**src/rtl/requant_axi_fetch_pkg.sv**
```systemverilog
// Shared definitions for the requantizer AXI fetch master: AXI encodings,
// 4KB boundary geometry, FSM state encoding and burst-length bounds.
package requant_axi_fetch_pkg;

    localparam logic [1:0] ABURST_INCR   = 2'b01;
    localparam logic [2:0] ASIZE_4B      = 3'b010;
    localparam logic [1:0] RESP_OKAY     = 2'b00;

    localparam int BOUNDARY_4KB  = 4096;
    localparam int WORDS_PER_4KB = BOUNDARY_4KB / 4;
    localparam int AXI_MAX_BURST = 256;

    typedef enum logic [2:0] {
        ST_IDLE  = 3'd0,
        ST_CALC  = 3'd1,
        ST_ADDR  = 3'd2,
        ST_DATA  = 3'd3,
        ST_FLUSH = 3'd4
    } fetch_state_t;

    // AXI4 INCR bursts carry 1..256 beats.
    function automatic bit burst_len_ok(input int len);
        return (len >= 1) && (len <= AXI_MAX_BURST);
    endfunction

    // Usable burst cap: an out-of-range setting is pulled back into 1..256.
    function automatic int burst_cap(input int len);
        if (burst_len_ok(len)) return len;
        if (len < 1)           return 1;
        return AXI_MAX_BURST;
    endfunction

endpackage

```
**src/rtl/requant_axi_burst_calc.sv**
```systemverilog
// Combinational burst sizer: beats = min(remaining, MAX_BURST_LEN, words left
// before the next 4KB boundary). Result is always 1..256 when remaining > 0.
module requant_axi_burst_calc
    import requant_axi_fetch_pkg::*;
#(
    parameter int BW_INDEX      = 13,
    parameter int MAX_BURST_LEN = 16
) (
    input  logic [BW_INDEX-1:0] remaining,
    input  logic [9:0]          word_offset,
    output logic [8:0]          beats
);

    localparam int CAP = burst_cap(MAX_BURST_LEN);

    logic [31:0] rem_w;
    logic [31:0] bnd_w;
    logic [31:0] pick;

    // Three-way minimum on 32-bit operands so no width can overflow.
    always_comb begin
        // NOTE: every variable gets a value before any branch, so no latch is inferred.
        rem_w = 32'(remaining);
        bnd_w = 32'(WORDS_PER_4KB) - 32'(word_offset);
        pick  = rem_w;
        if (32'(CAP) < pick) pick = 32'(CAP);
        if (bnd_w < pick)    pick = bnd_w;
        beats = 9'(pick);
    end

endmodule

```
**src/rtl/requant_axi_fetch_master.sv**
```systemverilog
// AXI4 read initiator that bulk-loads requantizer input words from external
// memory into a local buffer write port. One burst outstanding at a time,
// bursts never cross a 4KB boundary.
// Optional busy-cycle counter: define REQUANT_AXI_FETCH_PERF_EN.
module requant_axi_fetch_master
    import requant_axi_fetch_pkg::*;
#(
    parameter int BW_ADDR       = 32,
    parameter int BW_DATA       = 32,
    parameter int BW_AXI_TID    = 4,
    parameter int AXI_TID       = 0,
    parameter int BW_INDEX      = 13,
    parameter int MAX_BURST_LEN = 16
) (
    input  logic                  clk,
    input  logic                  rstnn,
    input  logic                  start,
    input  logic [BW_ADDR-1:0]    src_addr,
    input  logic [BW_INDEX-1:0]   num_words,
    input  logic [BW_INDEX-1:0]   dst_index,
    output logic                  busy,
    output logic                  done,
    output logic                  error,
    output logic [BW_AXI_TID-1:0] sxarid,
    output logic [BW_ADDR-1:0]    sxaraddr,
    output logic [7:0]            sxarlen,
    output logic [2:0]            sxarsize,
    output logic [1:0]            sxarburst,
    output logic                  sxarvalid,
    input  logic                  sxarready,
    input  logic [BW_AXI_TID-1:0] sxrid,
    input  logic [BW_DATA-1:0]    sxrdata,
    input  logic [1:0]            sxrresp,
    input  logic                  sxrlast,
    input  logic                  sxrvalid,
    output logic                  sxrready,
    output logic [BW_INDEX-1:0]   windex,
    output logic                  wenable,
    output logic [BW_DATA/8-1:0]  wpermit,
    output logic [BW_DATA-1:0]    wdata,
    output logic [31:0]           perf_cycles
);

    localparam int BW_STRB = BW_DATA / 8;

    fetch_state_t        state;
    logic [BW_ADDR-1:0]  addr_q;
    logic [BW_INDEX-1:0] remaining_q;
    logic [BW_INDEX-1:0] wptr_q;
    logic [8:0]          beats_q;
    logic [8:0]          beat_cnt_q;
    logic                draining_q;

    logic [8:0]          calc_beats;
    logic                start_accept;
    logic                beat_fire;
    logic                beat_is_last;
    logic [BW_ADDR-1:0]  addr_step;
    logic [BW_INDEX-1:0] remaining_after;
    logic                unused_ok;

    // Read ID is not needed: only one burst is ever in flight.
    assign unused_ok = ^sxrid;

    assign sxarid    = BW_AXI_TID'(AXI_TID);
    assign sxarsize  = ASIZE_4B;
    assign sxarburst = ABURST_INCR;
    assign wpermit   = {BW_STRB{wenable}};

    assign start_accept    = (state == ST_IDLE) && start;
    assign beat_fire       = (state == ST_DATA) && sxrvalid && sxrready;
    assign beat_is_last    = (beat_cnt_q == beats_q - 9'd1);
    assign addr_step       = BW_ADDR'({beats_q, 2'b00});
    assign remaining_after = remaining_q - BW_INDEX'(beats_q);

    requant_axi_burst_calc #(
        .BW_INDEX      (BW_INDEX),
        .MAX_BURST_LEN (MAX_BURST_LEN)
    ) u_burst_calc (
        .remaining   (remaining_q),
        .word_offset (addr_q[11:2]),
        .beats       (calc_beats)
    );

    // Transfer sequencer: latches the request, sizes and issues each burst,
    // forwards returned beats to the buffer and reports completion.
    always_ff @(posedge clk or negedge rstnn) begin
        if (!rstnn) begin
            state       <= ST_IDLE;
            addr_q      <= '0;
            remaining_q <= '0;
            wptr_q      <= '0;
            beats_q     <= '0;
            beat_cnt_q  <= '0;
            draining_q  <= 1'b0;
            busy        <= 1'b0;
            done        <= 1'b0;
            error       <= 1'b0;
            sxaraddr    <= '0;
            sxarlen     <= '0;
            sxarvalid   <= 1'b0;
            sxrready    <= 1'b0;
            windex      <= '0;
            wenable     <= 1'b0;
            wdata       <= '0;
        end else begin
            // NOTE: non-blocking assignments throughout, so every branch sees
            // the pre-edge value of every register regardless of statement order.
            done    <= 1'b0;
            wenable <= 1'b0;
            case (state)
                ST_IDLE: begin
                    if (start) begin
                        error <= 1'b0;
                        if (num_words == '0) begin
                            done <= 1'b1;
                        end else begin
                            addr_q      <= src_addr & ~BW_ADDR'(3);
                            remaining_q <= num_words;
                            wptr_q      <= dst_index;
                            busy        <= 1'b1;
                            state       <= ST_CALC;
                        end
                    end
                end
                ST_CALC: begin
                    beats_q   <= calc_beats;
                    sxaraddr  <= addr_q;
                    sxarlen   <= 8'(calc_beats - 9'd1);
                    sxarvalid <= 1'b1;
                    state     <= ST_ADDR;
                end
                ST_ADDR: begin
                    if (sxarready) begin
                        sxarvalid  <= 1'b0;
                        sxrready   <= 1'b1;
                        beat_cnt_q <= '0;
                        draining_q <= 1'b0;
                        state      <= ST_DATA;
                    end
                end
                ST_DATA: begin
                    if (beat_fire) begin
                        if (sxrresp != RESP_OKAY) error <= 1'b1;
                        if (!draining_q) begin
                            wenable    <= 1'b1;
                            windex     <= wptr_q;
                            wdata      <= sxrdata;
                            wptr_q     <= wptr_q + 1'b1;
                            beat_cnt_q <= beat_cnt_q + 9'd1;
                            if (beat_is_last) begin
                                addr_q      <= addr_q + addr_step;
                                remaining_q <= remaining_after;
                                if (sxrlast) begin
                                    sxrready <= 1'b0;
                                    state    <= (remaining_after != '0) ? ST_CALC : ST_FLUSH;
                                end else begin
                                    // Slave overruns the burst: discard until it flags last.
                                    error      <= 1'b1;
                                    draining_q <= 1'b1;
                                end
                            end else if (sxrlast) begin
                                error <= 1'b1;
                            end
                        end else if (sxrlast) begin
                            // Address and count were already advanced at the expected last beat.
                            sxrready <= 1'b0;
                            state    <= (remaining_q != '0) ? ST_CALC : ST_FLUSH;
                        end
                    end
                end
                ST_FLUSH: begin
                    done  <= 1'b1;
                    busy  <= 1'b0;
                    state <= ST_IDLE;
                end
                default: state <= ST_IDLE;
            endcase
        end
    end

`ifdef REQUANT_AXI_FETCH_PERF_EN
    logic [31:0] perf_q;

    // Busy-cycle counter: restarts on each accepted start, holds after done.
    always_ff @(posedge clk or negedge rstnn) begin
        if (!rstnn) begin
            perf_q <= '0;
        end else if (start_accept) begin
            perf_q <= '0;
        end else if (busy) begin
            perf_q <= perf_q + 32'd1;
        end
    end

    assign perf_cycles = perf_q;
`else
    logic unused_perf;

    assign unused_perf = start_accept;
    assign perf_cycles = '0;
`endif

endmodule

```
**config.mk**
```make
export PLATFORM = sky130hd
export DESIGN_NAME = requant_axi_fetch_master
export DESIGN_NICKNAME = d
export VERILOG_FILES = /design/src/rtl/requant_axi_fetch_pkg.sv /design/src/rtl/requant_axi_burst_calc.sv /design/src/rtl/requant_axi_fetch_master.sv
export SDC_FILE = /design/constraint.sdc
export NUM_CORES = 1
export LEC_CHECK = 0
export BUFFER_PORTS_ARGS = -buffer_cell sky130_fd_sc_hd__buf_2
export CAP_MARGIN = 0
export CORE_UTILIZATION = 50
export DETAILED_ROUTE_END_ITERATION = 16
export PLACE_DENSITY = 0.75
export SYNTH_ARGS = -nofsm -noshare
export SYNTH_HDL_FRONTEND = slang
export SYNTH_SLANG_ARGS = --single-unit
```
**constraint.sdc**
```tcl
create_clock -name clk -period 5.6 [get_ports clk]
set_input_delay 1.4 -clock clk [delete_from_list [all_inputs] [get_ports clk]]
set_output_delay 1.4 -clock clk [all_outputs]
set_load 0.01 [all_outputs]
```
; After elaboration in Yosys (flattened, before gate mapping)
; Index checks and enable logic that the tools add are counted.
[word_totals]
word_cells = 126
out_inout_bits = 136
input_bits = 102
regBits = 171
[classes]
add_sub_neg = 7
eq_ne = 14
magnitude_cmp = 2
reduce_logical = 21
bitwise = 1
n_mux = 64
[op_table]
columns = op, n
row1 = $mux 32, 5
row2 = $mux 13, 10
row3 = $pmux 32 s2, 1
row4 = $pmux 13 s2, 2
row5 = $mux 9, 4
row6 = $add 32x11->32, 1
row7 = $lt 32x13->1, 1
row8 = $mux 3, 10
row9 = $reduce_bool 13->1, 2
row10 = $mux 1, 24
row11 = $pmux 9 s2, 1
row12 = $add 13x1->13 const B, 1
row13 = $logic_not 13->1, 1
row14 = $lt 5x13->1 const A, 1
row15 = $sub 13x9->13, 1
row16 = $ne 2x2->1 const B, 6
row17 = $pmux 1 s2, 6
row18 = $pmux 3 s4, 1
row19 = $reduce_and 3->1, 4
row20 = $sub 11x10->12 const A, 1
row21 = $reduce_bool 2->1, 5
row22 = $add 9x1->9 const B, 1
row23 = $eq 9x9->1, 1
row24 = $ne 3x3->1 const B, 3
row25 = other kinds (13), 16

; Depth between registers and ports, before layout
[depth]
word_depth = 8
mapped_depth = 21
mapped_depth_nobuf = 19

; By module
; Synthesis repeated with hierarchy kept, for this count alone.
[hier_totals]
cells_unflattened = 1167
area_unflattened_um2 = 9835.7
[modules_own_cells]
columns = mod, cells_per_inst, seq_area_each_um2, instances, area_each_um2
row1 = requant_axi_fetch_master, 1099, 4179.0, 1, 9268.9
row2 = requant_axi_burst_calc, 68, 0.0, 1, 566.8

; Least setup slack after synthesis
; Ideal clock, no wire load.
[synth_path]
kind = reg2reg
start = reg addr_q[2]
end = reg sxarlen[6]
t_arrival_ns = 3.773
path_buffers = 2
stages_incl_launch_ff = 20
setup_ns = 0.083
t_required_ns = 5.517
slack_ns = 1.744
period_less_slack_ns = 3.856
path_cell_list = dfrtp_1 -> clkbuf_1 -> inv_1 -> ha_1 -> nor3b_1 -> nand2_1 -> nor3_1 -> xnor2_1 -> ha_1 -> nand4_1 -> a211oi_1 -> a221oi_2 -> buf_2 -> mux2i_1 -> ha_1 -> inv_1 -> nor4_1 -> xor2_1 -> mux2i_1 -> o21ai_0
[synth_via]
elab_chain_len = 4
[synth_rtl]
columns = item, line
row1 = from (decl), requant_axi_fetch_master.sv:47  ; logic [BW_ADDR-1:0] addr_q;
row2 = from (signal assigned), requant_axi_fetch_master.sv:118  ; addr_q <= src_addr & ~BW_ADDR'(3);
row3 = from (signal assigned), requant_axi_fetch_master.sv:152  ; addr_q <= addr_q + addr_step;
row4 = $sub 11x10->12 *, requant_axi_burst_calc.sv:24  ; bnd_w = 32'(WORDS_PER_4KB) - 32'(word_offset);
row5 = $lt 32x13->1, requant_axi_burst_calc.sv:27  ; if (bnd_w < pick) pick = bnd_w;
row6 = $mux 9 *, requant_axi_burst_calc.sv:27
row7 = $sub 8x1->8 *, requant_axi_fetch_master.sv:129  ; sxarlen <= 8'(calc_beats - 9'd1);
row8 = to (signal assigned), requant_axi_fetch_master.sv:129
row9 = to (decl), requant_axi_fetch_master.sv:26  ; output logic [7:0] sxarlen,
; Every way passes the cells marked *; elsewhere a longest branch is shown, timed or not.
; A chain may end at the register's enable or synchronous reset.

; Worst setup path after layout
[layout_path]
start = reg addr_q[2]
end = reg sxarlen[4]
; Same word-level chain as after synthesis.

==> impl_metrics.toml <==
[finish]
regArea_mm2 = 0.004179
nets = 1408
multi_input_area_mm2 = 0.005241
syn_to_final_growth_pct = 15.81
drive_gt1_share_pct = 23.77
design_area_mm2 = 0.01157
fillers = 1762

[worst_setup_path]
path_buf_inv = 3
required_ns = 5.96
cp_common_cell = "ha_1"
crit_path_end_kind = "flip-flop"
max_stage_delay_ns = 0.59
critPathTopFamily = "simple AND/OR/NAND/NOR gates"
crit_path_top_delay_cell = "nor3b_1"
crit_chain = "inv_1, ha_1, nor3b_1, a21boi_0, nor2_1, ha_1, a21oi_1, o211ai_1, a221oi_2, buf_4, mux2i_1, ha_1, inv_1, nor4b_1, nor2b_1, nor2_1, a21oi_1, o21ai_0"
cp_max_fo = 20
startpoint_type = "flip-flop"
worstPathArrival_ns = 4.96
crit_type = "flip-flop to flip-flop"

[logic_synthesis]
synth_area_leader_cell = "dfrtp_1"
syn_area_mm2 = 0.009987
yosysTopAreaCellShare_pct = 41.84
synth.most_common_cell = "nand2_1"
yosysSeqAreaShare_pct = 41.84
synth_edf_count = 0
synth_commonest_cells = "175 x nand2_1, 167 x dfrtp_1, 82 x nor2_1, 70 x o21ai_0, 56 x a21oi_1"
avgSynthCellArea_um2 = 8.957
synthArstFlopShare_pct = 100.0
synthTopCellsByArea = "dfrtp_1 42%, nand2_1 6.6%, mux2_2 6.1%"
yosys_most_used_dff = "dfrtp_1"
syn_inst = 1115
ys.warnings.count = 0
synth_seq_cells = 167
ys_types = 75

[sta]
finClkSkew_ns = 0.01056
fmax_mhz = 217.5
fin_crit_ns = 4.598
setup_tns_ns = 0
worst_pin_slew_ns = 1.072
slew_viol_final = 0
slew_headroom_pct = 28.29
hold_viol_final = 0
setup_viol_count_final = 0
fin_crit_sh_pct = 82.11
rsz0062_at_grt = "false"

[routing]
viasPerCell = 5.675
top_layer_used = "met5"
vias = 8796
wl_met2_um = 12160
met1_length_um = 10840
drt-pass1-iter-count = 6
routedWlPerCell_um = 16.87
wl_um = 26140
drt_iter0_markers = 573
route.detailed.drc = 0
drtAntennaViolNets = 0
dr_wl_met3_um = 2545

[floorplanning]
rows = 51
start_util_pct = 51.15
die_y_um = 143.3
die_x_um = 143.3
ios = 238
dieArea_mm2 = 0.02054
core-area_mm2 = 0.01953

[cts]
numCtsBuffers = 17
post_cts_buffers = 0
clock_latency_ns = 0.44
cts_max_level = 4
cts_resized = 0
cts.sinks = 167
cts.path.max_buffers = 2
cts_tree = "yes"
cts_hold_buffers = 0
clk_pin_slew_worst_paths_ns = 0.07
cts-root-buf = "clkbuf_16"

[flow_run]
maxCapViolations = 0

[placed_design]
port_buffers = 188
dp_hpwl_um = 18750
post_dp_cell_area_mm2 = 0.01093
place.gp.congestion = 0.9120

[run_status]
status = "completed"

[power_and_ir_drop]
peakVddDrop_mv = 0.3044
power_density_mw_per_mm2 = 581.4
p_leak_nw = 5.365

[global_route]
grt_max_degree = 86
grt_pass1_vias = 8273
grt_use_total_pct = 25.85
grt-ovfl-total = 0
antenna_found_initial = 5
grt_pass1_wl_um = 41470

[hold_path]
hp-class = "flip-flop to flip-flop"
[registers in the layout, indices dropped and copies added (netlist names), 3 cells and up]
signal	flops
wdata	32
addr_q	30
sxaraddr	30
remaining_q	13
windex	13
wptr_q	13
beat_cnt_q	9
beats_q	9
sxarlen	8
state	3
[routing by layer]
metal,vias to the layer above,GRT usage (%)
met5,-,0
met4,4,7.895
met3,48,8.164
met2,358,41.75
met1,4202,33.04
li1,4184,-
[area by class of cell]
class	count	share of cell area, %
antenna	2	0.04327
clock buffer	20	4.035
clock inverter	11	1.406
inverter	38	1.233
multi-input combinational	847	45.32
sequential	167	36.13
tap	265	2.867
timing repair buffer	200	8.968
[logic make-up (layout without fill, tap and decap cells)]
family,Yosys count,count (layout),share of synthesized area (%)
AND/OR/NAND/NOR,421,421,20.07
other,2,51,0.07520
adder cells (fa/ha/maj),35,35,4.535
XOR/XNOR,37,37,3.245
multiplexers,63,63,6.991
flip-flops,167,167,41.84
buffers and inverters,148,269,7.655
AO/OA/AOI/OAI,242,242,15.59
[layout by cell type (no fill, tap or decap), types with 14 or more instances in the layout]
cell         n
mux2_2      54
nor3_1      21
nor4_1      14
a21oi_1     56
o21ai_0     70
dfrtp_1    167
nand2_1    174
xnor2_1     23
nor2_1      80
nand4_1     16
clkbuf_16   17
ha_1        33
xor2_1      14
buf_2      187
conb_1      49
inv_1       38
a31oi_1     16
nand3_1     43
[per-stage QoR]
stage	setup WS [ns]	hold WS [ns]	util [%]	std cells	total power, mW
finish	1.002	0.4695	59.23	1550	6.724
global route	0.7233	0.4912	59.22	1549	7.250
CTS	1.023	0.4744	59.21	1548	6.721
detailed placement	1.198	0.4571	55.98	1517	5.424
global placement	1.283	0.4548	55.98	1517	5.344
floorplan	1.744	0.4524	-	1162	4.481
[tightest hold or removal path, stage by stage, from the launching register on]
cell and delay (ns):
dfrtp_1 0.34, nand2_1 0.05, nand2_1 0.06
[final timing paths]
path / startpoint / end / slack [ns] / cells past startpoint
max: addr_q[2] / sxarlen[4] / 1.00 / 18
min in group asynchronous: rstnn / windex[5] / 0.98 / 1
min: sxaraddr[20] / sxaraddr[20] / 0.47 / 2
max in group asynchronous: rstnn / addr_q[2] / 3.46 / 2
min reg2reg: sxaraddr[20] / sxaraddr[20] / 0.47 / 2
max reg2reg: addr_q[2] / sxarlen[4] / 1.00 / 18
[report_power, final]
part           switching (mW)  total [mW]  leakage (nW)  internal [mW]
Sequential              0.522        2.24          2.01           1.72
Combinational            1.83        3.21          3.05           1.39
Clock                   0.523        1.27         0.304          0.746
Total                    2.87        6.72          5.36           3.85
(Power assumes the default switching activity.)
